`src/rtl/serial_io_bridge.sv`:
```
// serial_io_bridge: byte-wide bridge with two independent show-ahead FIFOs.
//   RX FIFO: external source -> processor serial port.
//   TX FIFO: processor serial port -> external sink.
// Optional status outputs (occupancy counts and sticky error flags) are
// compiled in when SERIAL_BRIDGE_STATUS_EN is defined.
//
// Handshake rule used on every port pair: a byte moves at a rising edge of
// clock exactly when its valid/enable and its ready/valid partner are both 1.
// Ready and valid outputs depend only on registered state and reset, never
// combinationally on the partner's request.

// Show-ahead FIFO with wrap-bit pointers; head byte is read combinationally.
module serial_io_bridge_fifo #(
  parameter int DEPTH_LOG2 = 4
) (
  input  logic                  clock,
  input  logic                  reset,
  input  logic [7:0]            i_wr_data,
  input  logic                  i_wr_en,
  output logic                  o_wr_ready,
  output logic [7:0]            o_rd_data,
  output logic                  o_rd_valid,
  input  logic                  i_rd_en
`ifdef SERIAL_BRIDGE_STATUS_EN
  ,
  output logic [DEPTH_LOG2:0]   o_count
`endif
);

  localparam int DEPTH = 2 ** DEPTH_LOG2;

  logic [7:0]          r_mem [DEPTH];
  logic [DEPTH_LOG2:0] r_wr_ptr;
  logic [DEPTH_LOG2:0] r_rd_ptr;
  logic                w_empty;
  logic                w_full;
  logic                w_push;
  logic                w_pop;

  assign w_empty = (r_wr_ptr == r_rd_ptr);
  assign w_full  = (r_wr_ptr[DEPTH_LOG2-1:0] == r_rd_ptr[DEPTH_LOG2-1:0]) &&
                   (r_wr_ptr[DEPTH_LOG2] != r_rd_ptr[DEPTH_LOG2]);

  // Reset gates ready/valid so nothing is offered or accepted while held.
  assign o_wr_ready = reset && !w_full;
  assign o_rd_valid = reset && !w_empty;
  assign o_rd_data  = o_rd_valid ? r_mem[r_rd_ptr[DEPTH_LOG2-1:0]] : 8'h00;

  // A pop on an empty FIFO or a push on a full one is simply not a transfer.
  assign w_push = i_wr_en && o_wr_ready;
  assign w_pop  = i_rd_en && o_rd_valid;

`ifdef SERIAL_BRIDGE_STATUS_EN
  assign o_count = r_wr_ptr - r_rd_ptr;
`endif

  // Pointer update; reset discards all buffered bytes.
  always_ff @(posedge clock) begin
    if (!reset) begin
      r_wr_ptr <= '0;
      r_rd_ptr <= '0;
    end else begin
      if (w_push) r_wr_ptr <= r_wr_ptr + 1'b1;
      if (w_pop)  r_rd_ptr <= r_rd_ptr + 1'b1;
    end
  end

  // Storage array; contents after reset are don't-care.
  always_ff @(posedge clock) begin
    if (w_push) r_mem[r_wr_ptr[DEPTH_LOG2-1:0]] <= i_wr_data;
  end

endmodule

// Top level: two FIFOs wired to the external link and the processor port.
module serial_io_bridge #(
  parameter int DEPTH_LOG2 = 4
) (
  input  logic                clock,
  input  logic                reset,
  input  logic [7:0]          ext_rx_data,
  input  logic                ext_rx_valid,
  output logic                ext_rx_ready,
  output logic [7:0]          cpu_rx_data,
  output logic                cpu_rx_valid,
  input  logic                cpu_rx_rden,
  input  logic [7:0]          cpu_tx_data,
  input  logic                cpu_tx_wren,
  output logic                cpu_tx_ready,
  output logic [7:0]          ext_tx_data,
  output logic                ext_tx_valid,
  input  logic                ext_tx_ready
`ifdef SERIAL_BRIDGE_STATUS_EN
  ,
  output logic [DEPTH_LOG2:0] rx_count,
  output logic [DEPTH_LOG2:0] tx_count,
  output logic                tx_drop,
  output logic                rx_underflow
`endif
);

  serial_io_bridge_fifo #(.DEPTH_LOG2(DEPTH_LOG2)) u_rx_fifo (
    .clock      (clock),
    .reset      (reset),
    .i_wr_data  (ext_rx_data),
    .i_wr_en    (ext_rx_valid),
    .o_wr_ready (ext_rx_ready),
    .o_rd_data  (cpu_rx_data),
    .o_rd_valid (cpu_rx_valid),
    .i_rd_en    (cpu_rx_rden)
`ifdef SERIAL_BRIDGE_STATUS_EN
    ,
    .o_count    (rx_count)
`endif
  );

  serial_io_bridge_fifo #(.DEPTH_LOG2(DEPTH_LOG2)) u_tx_fifo (
    .clock      (clock),
    .reset      (reset),
    .i_wr_data  (cpu_tx_data),
    .i_wr_en    (cpu_tx_wren),
    .o_wr_ready (cpu_tx_ready),
    .o_rd_data  (ext_tx_data),
    .o_rd_valid (ext_tx_valid),
    .i_rd_en    (ext_tx_ready)
`ifdef SERIAL_BRIDGE_STATUS_EN
    ,
    .o_count    (tx_count)
`endif
  );

`ifdef SERIAL_BRIDGE_STATUS_EN
  logic r_tx_drop;
  logic r_rx_underflow;

  assign tx_drop      = r_tx_drop;
  assign rx_underflow = r_rx_underflow;

  // Sticky error flags: a dropped TX write or an RX read with nothing buffered.
  always_ff @(posedge clock) begin
    if (!reset) begin
      r_tx_drop      <= 1'b0;
      r_rx_underflow <= 1'b0;
    end else begin
      if (cpu_tx_wren && !cpu_tx_ready) r_tx_drop      <= 1'b1;
      if (cpu_rx_rden && !cpu_rx_valid) r_rx_underflow <= 1'b1;
    end
  end
`endif

endmodule

```
`config.mk`:
```
export PLATFORM = sky130hd
export DESIGN_NAME = serial_io_bridge
export DESIGN_NICKNAME = d
export VERILOG_FILES = /design/src/rtl/serial_io_bridge.sv
export SDC_FILE = /design/constraint.sdc
export NUM_CORES = 1
export LEC_CHECK = 0
export ABC_AREA = 1
export BUFFER_PORTS_ARGS = -buffer_cell sky130_fd_sc_hd__buf_2
export CAP_MARGIN = 40
export CORE_MARGIN = 2
export CORE_UTILIZATION = 35
export CTS_CLUSTER_DIAMETER = 40
export DETAILED_ROUTE_END_ITERATION = 12
export HOLD_SLACK_MARGIN = 0.12
export PLACE_DENSITY_LB_ADDON = 0.2
export SKIP_CTS_REPAIR_TIMING = 1
export SLEW_MARGIN = 0
export SYNTH_ARGS = -nofsm -noshare
export SYNTH_HDL_FRONTEND = slang
export SYNTH_HIERARCHICAL = 1
export SYNTH_SLANG_ARGS = --single-unit
```
`constraint.sdc`:
```
create_clock -name clock -period 5.45 [get_ports clock]
set_clock_uncertainty 0.1 [all_clocks]
set_input_delay 0.8175 -clock clock [delete_from_list [all_inputs] [get_ports clock]]
set_output_delay 0.8175 -clock clock [all_outputs]
set_load 0.02 [all_outputs]
```
== Word-level counts from Yosys, hierarchy flattened ==
Memory sizes are Yosys's and may differ from the RTL's. A register that Yosys moved wholly into a read port is not among the register bits.
Cells that the tools add are included.
Word-level totals
  register bits: 20
  bits in latches: 0
  memory bits (writable): 256
  ROM bits: 0
  word-level logic and storage cells: 40
  memories: 2
Memories
  u_rx_fifo.r_mem: depth 16, width 8, read ports 1, clocked after Yosys merged registers in 1, wr ports 1, RTL line 32  | logic [7:0] r_mem [DEPTH];
  u_tx_fifo.r_mem: depth 16, width 8, read ports 1, clocked after Yosys merged registers in 1, wr ports 1, RTL line 32
Operators by class
  add/sub/neg operators: 4
  multipliers: 0
  div/mod/pow operators: 0
  $lt $le $gt $ge: 0
  equal/unequal tests: 6
  shift operators: 0
  mux-type cells: 10
  bitwise gates (word level): 0
  reduce and logical (&&, ||, !) cells: 14
Operators with widths (number)
  $add 5x1->5 const B: 4
  $mux 4: 4
  $mux 8: 2
  $eq 5x5->1: 2
  $logic_and 1x1->1: 10
  $eq 4x4->1: 2
  $logic_not 1->1: 4
  $mux 1: 4
  $ne 1x1->1: 2

== Longest topological paths before layout ==
  depth after elaboration: 7
  gate-level depth with buffers: 9
  depth with buffers taken out: 9

== Cells and area by module ==
The synthesis kept the hierarchy.
By module, submodules not included
  serial_io_bridge_fifo: times used 2, cells an instance 547, area an instance 6004.5 µm², sequential area each 4124.0 µm²

== Worst setup path before layout ==
No wires, ideal clock.
  path type: input to output
  start point: in reset
  end point: out cpu_rx_data[0]
  arrival: 1.413 ns
  slack: 3.120 ns
  cell stages on the path: 3
  buffers on the path: 1
  cells stage by stage: buf_2 > nand2_4 > nor2_1
On the way
  cells in the longest elaborated chain, start to end: 2
RTL lines
  start, declared: RTL line 80  | input logic reset,
  $logic_and 1x1->1: RTL line 46  | assign o_rd_valid = reset && !w_empty;
  $mux 8: RTL line 47  | assign o_rd_data = o_rd_valid ? r_mem[r_rd_ptr[DEPTH_LOG2-1:0]] : 8'h00;
  end, declared: RTL line 84  | output logic [7:0] cpu_rx_data,
Every way passes these cells.

==> metrics.log <==
[metrics] run status: finished, final reports clean
[metrics] main combinational cell family by area after synthesis: simple AND/OR/NAND/NOR gates
[metrics] worst hold-check slack: roughly 0.43 ns
[metrics] Min-Delay Path Depth: 2
[metrics] post-synthesis cell count: roughly 1.1k
[metrics] part of the power in registers: between 40% and 50%
[metrics] combinational fraction of design power: around 6.1%
[metrics] total instance count after detailed placement: around 1.6k
[metrics] portion of total power attributed to the clock network: between 40% and 50%
[metrics] CTS Root Buffer Type: sky130_fd_sc_hd__clkbuf_16
[metrics] pin count of the biggest net entering global routing: 65
[metrics] worst slack after detailed placement: roughly 2.4 ns
[metrics] min cycle time layout: approximately 3.6 ns
[metrics] Post-DRT Antenna Nets: 0
[metrics] half-perimeter wire length of the detailed placement result: around 18000 um
[metrics] Critical Path Slowest Stage Cell: sky130_fd_sc_hd__inv_2
[metrics] register bit count reported by yosys: 284
[metrics] Max stage delay on crit path: 0.58 ns
[metrics] starting utilization of the core area: roughly 36%
[metrics] total die area: 35800 um2
[metrics] via count of the routed design: ~8k
[metrics] CP Buf/Inv Count: 3
[metrics] share of post-route cells with drive strength above 1: 14.9%
[metrics] Required @ worst endpoint: about 4.5 ns
[metrics] maximum clock insertion buffer count: 3
[metrics] net switching power figure: ~1.2 mW
[metrics] post-detailed-route via-to-cell ratio: just under 5
[metrics] setup TNS: 0 ns
[metrics] slack of the worst reg-to-reg path: ~3 ns
[metrics] number of global-route vias before repair: around 8k
[metrics] share of synthesized area occupied by flip-flops and latches: 68.7%
[metrics] number of antenna violations at the first check in global routing: 0
[metrics] global route total overflow: 0
[metrics] wire length of the first global-routing pass: about 46000 um
[metrics] synthesized-area fraction occupied by ao, oa, aoi and oai cells: less than 1%
[metrics] vertical extent of the die: roughly 190 um
[metrics] leakage power: approximately 5.3 nW
[metrics] endpoint kind of the worst setup timing path: output port
[metrics] layout filler cell count: between 3k and 4k
[metrics] number of cells traversed by the worst register-to-register path: 9
[metrics] count of distinct cell types in the synthesized netlist: 23
[metrics] switching power as a share of total power: a little under a quarter
[metrics] die extent in x: 189 um
[metrics] Hold Startpoint: u_rx_fifo/r_rd_ptr[1]
[metrics] fraction of synthesized area in multiplexers: 0%
[metrics] count of boundary I/O pins: 42
[metrics] port buffer count: approximately 40
[metrics] most common library cell in the layout ignoring fill and taps: sky130_fd_sc_hd__nand2_1
[metrics] Final Wtd Congestion: 0.780
[metrics] max-slew violation total from the final report: 0
[metrics] Min-Delay Path Class: register to register
[metrics] internal power contribution: between 4 and 5 mW
[metrics] endpoint of the worst-slack reg-to-reg timing path: u_tx_fifo/r_mem[13][2]
[metrics] gate family responsible for the most delay along the worst path: buffers and inverters
[metrics] kind of critical path: register to output port
[metrics] number of nets in the synthesized netlist: 1126
[metrics] non-filler cells, final: 1633
[metrics] worst relative slew slack: slightly above 40%
[metrics] first-pass iteration count of the detailed router: 6
[metrics] commonest non-fill, non-tap cells in the layout: 340 x sky130_fd_sc_hd__nand2_1, 256 x sky130_fd_sc_hd__edfxtp_1, 238 x sky130_fd_sc_hd__nand3_1
[metrics] Synth Area in Adders: under 10%
[metrics] insertion delay of the later-clocked pin in the worst-skew pair: 0.54 ns
[metrics] Initial DRC Count: 671
[metrics] number of buffers added by the clock tree synthesis step: between 40 and 50
[metrics] maximum achievable frequency: about 280 MHz
[metrics] # DRC: 0
[metrics] net count of the finished layout: 1183
[metrics] overall power: 5.26 mW
[metrics] mean instance size in the synthesized netlist: around 11 um2
[metrics] measured slew at the worst slew-check pin: 0.874 ns
[metrics] Post-Synthesis Cell Area: 12000 um2
[metrics] number of antenna cells inserted: 0
[metrics] Clock H-tree levels: 2
[metrics] launch point of the worst reg-to-reg path: u_tx_fifo/r_wr_ptr[1]
[metrics] Post-Layout Inst Area: between 10000 and 15000 um2
[metrics] most frequent CP cell: sky130_fd_sc_hd__nand3_1
[metrics] utilization after layout: between 40% and 50%
[metrics] worst path arrival time: 2.70 ns
[metrics] DR WL/cell: around 18 um
[metrics] global-route usage over all layers: between 10% and 20%
[metrics] Synth Area in Simple Gates: about a quarter
[metrics] post-place instance area: about 13000 um2
[metrics] clock tree from TritonCTS: yes
[metrics] Worst IR Drop VDD: approximately 170 uV
[metrics] final setup fails: 0
[metrics] Synth-to-Final Area Change: 17.5%
[metrics] detailed-route wire length: approximately 30000 um
[metrics] xor-xnor portion of the synthesized cell area: 0.271%
[metrics] startpoint type of the worst setup path: register
[metrics] Hold EP: u_rx_fifo/r_rd_ptr[1]
[metrics] placeable core area: about 34000 um2
[metrics] final critical-path share of the clock period: about two thirds
[metrics] final hold viol count: 0
[metrics] Clock Pin Slew Worst Setup and Hold Paths: 0.05 ns
[metrics] power per standard cell area: roughly 370 nW/um2
[metrics] final critical-path setup slack: 1.84 ns
[metrics] count of max-cap constraint violations: 0
[metrics] Core Rows: between 60 and 70
[metrics] list of cells traversed by the critical path: inv_2 -> buf_4 -> nand2_1 -> nand3_1 -> nand3_1 -> nand3_1 -> nand2_1 -> nor2_1 -> buf_2
[metrics] RSZ-0062 raised after global routing: false
[metrics] Max FO, Critical Path: 43
[metrics] YS warnings: 6
[metrics] count of clock tree sinks: between 200 and 300
[state kept, by name (all words and copies together), names as in the netlist, named ones only]
name / flops
u_tx_fifo/r_mem: 128
u_rx_fifo/r_wr_ptr: 5
u_tx_fifo/r_wr_ptr: 5
u_rx_fifo/r_rd_ptr: 5
u_tx_fifo/r_rd_ptr: 5
u_rx_fifo/r_mem: 128
[per-layer routing]
metal	vias to the layer above	global-route usage, %	routed length (um)
met5	-	0	0
met4	0	4.86	461
met3	32	3.61	1920
met2	220	24.9	13200
met1	3928	24.2	13900
li1	3896	-	-
[worst max path at each step]
| stage | from | endpoint | slack [ns] | cells after the start |
|---|---|---|---|---|
| after global placement | reset | u_rx_fifo/r_mem[0][5] | 2.33 | 5 |
| after detailed placement | register | ext_tx_data[0] | 2.39 | 9 |
| final | register | ext_tx_data[7] | 1.84 | 9 |
| after global routing | register | ext_tx_data[0] | 1.59 | 9 |
| after CTS | register | ext_tx_data[0] | 1.81 | 9 |
| after floorplan | reset | cpu_rx_data[0] | 3.12 | 3 |
[cells in the mapped netlist]
library cell / count / area share (%)
sky130_fd_sc_hd__nand3_4: 6 / 0.88
sky130_fd_sc_hd__edfxtp_1: 256 / 64
sky130_fd_sc_hd__nor2_4: 4 / 0.38
sky130_fd_sc_hd__nor2_1: 62 / 1.9
sky130_fd_sc_hd__nand3_2: 6 / 0.50
sky130_fd_sc_hd__clkbuf_1: 20 / 0.63
sky130_fd_sc_hd__nand2_1: 340 / 11
sky130_fd_sc_hd__a21oi_1: 12 / 0.50
sky130_fd_sc_hd__ha_1: 10 / 1.0
sky130_fd_sc_hd__nand4_1: 4 / 0.21
sky130_fd_sc_hd__clkinv_1: 2 / 0.063
sky130_fd_sc_hd__xnor2_2: 2 / 0.27
sky130_fd_sc_hd__nand3_1: 238 / 9.9
sky130_fd_sc_hd__nand2_2: 4 / 0.21
sky130_fd_sc_hd__nor3_1: 10 / 0.42
sky130_fd_sc_hd__inv_1: 36 / 1.1
sky130_fd_sc_hd__buf_2: 30 / 1.3
sky130_fd_sc_hd__buf_1: 2 / 0.063
sky130_fd_sc_hd__nor4_1: 2 / 0.10
sky130_fd_sc_hd__nand2_4: 8 / 0.75
sky130_fd_sc_hd__dfxtp_1: 28 / 4.7
sky130_fd_sc_hd__inv_4: 4 / 0.21
sky130_fd_sc_hd__inv_2: 8 / 0.25
[worst reg2reg max path, stage by stage (launching register included)]
cell and delay [ns]:
sky130_fd_sc_hd__dfxtp_1 0.35, sky130_fd_sc_hd__inv_1 0.14, sky130_fd_sc_hd__nand2_1 0.07, sky130_fd_sc_hd__nand2_1 0.10, sky130_fd_sc_hd__nor2_4 0.06, sky130_fd_sc_hd__nand3_4 0.14
sky130_fd_sc_hd__nand3_4 0.14, sky130_fd_sc_hd__inv_4 0.16, sky130_fd_sc_hd__nand2_4 0.08, sky130_fd_sc_hd__nor2_1 0.66
[area by class of cell]
class / instances / area, um2 / share of cell area, %
clock buffer: 49 / 1120 / 7.94
multi-input combinational: 708 / 3340 / 23.7
timing repair buffer: 64 / 410 / 2.91
tap: 448 / 561 / 3.97
inverter: 50 / 198 / 1.40
clock inverter: 30 / 226 / 1.61
sequential: 284 / 8250 / 58.5
[power groups by stage]
stage	clock (mW)	sequential [mW]	combinational (mW)
detailed placement	0	2.45	0.325
floorplan	0	2.44	0.208
global route	2.69	2.40	0.360
global placement	0	2.45	0.321
CTS	2.59	2.40	0.327
finish	2.53	2.40	0.322
[logic make-up after synthesis]
family | Yosys count
and+or+nand+nor | 684
DFF | 284
buffers and inverters | 102
AOI/OAI and AO/OA | 12
adders and majority gates | 10
xor gates and xnor gates | 2
Power figures use the tool's default switching activity.
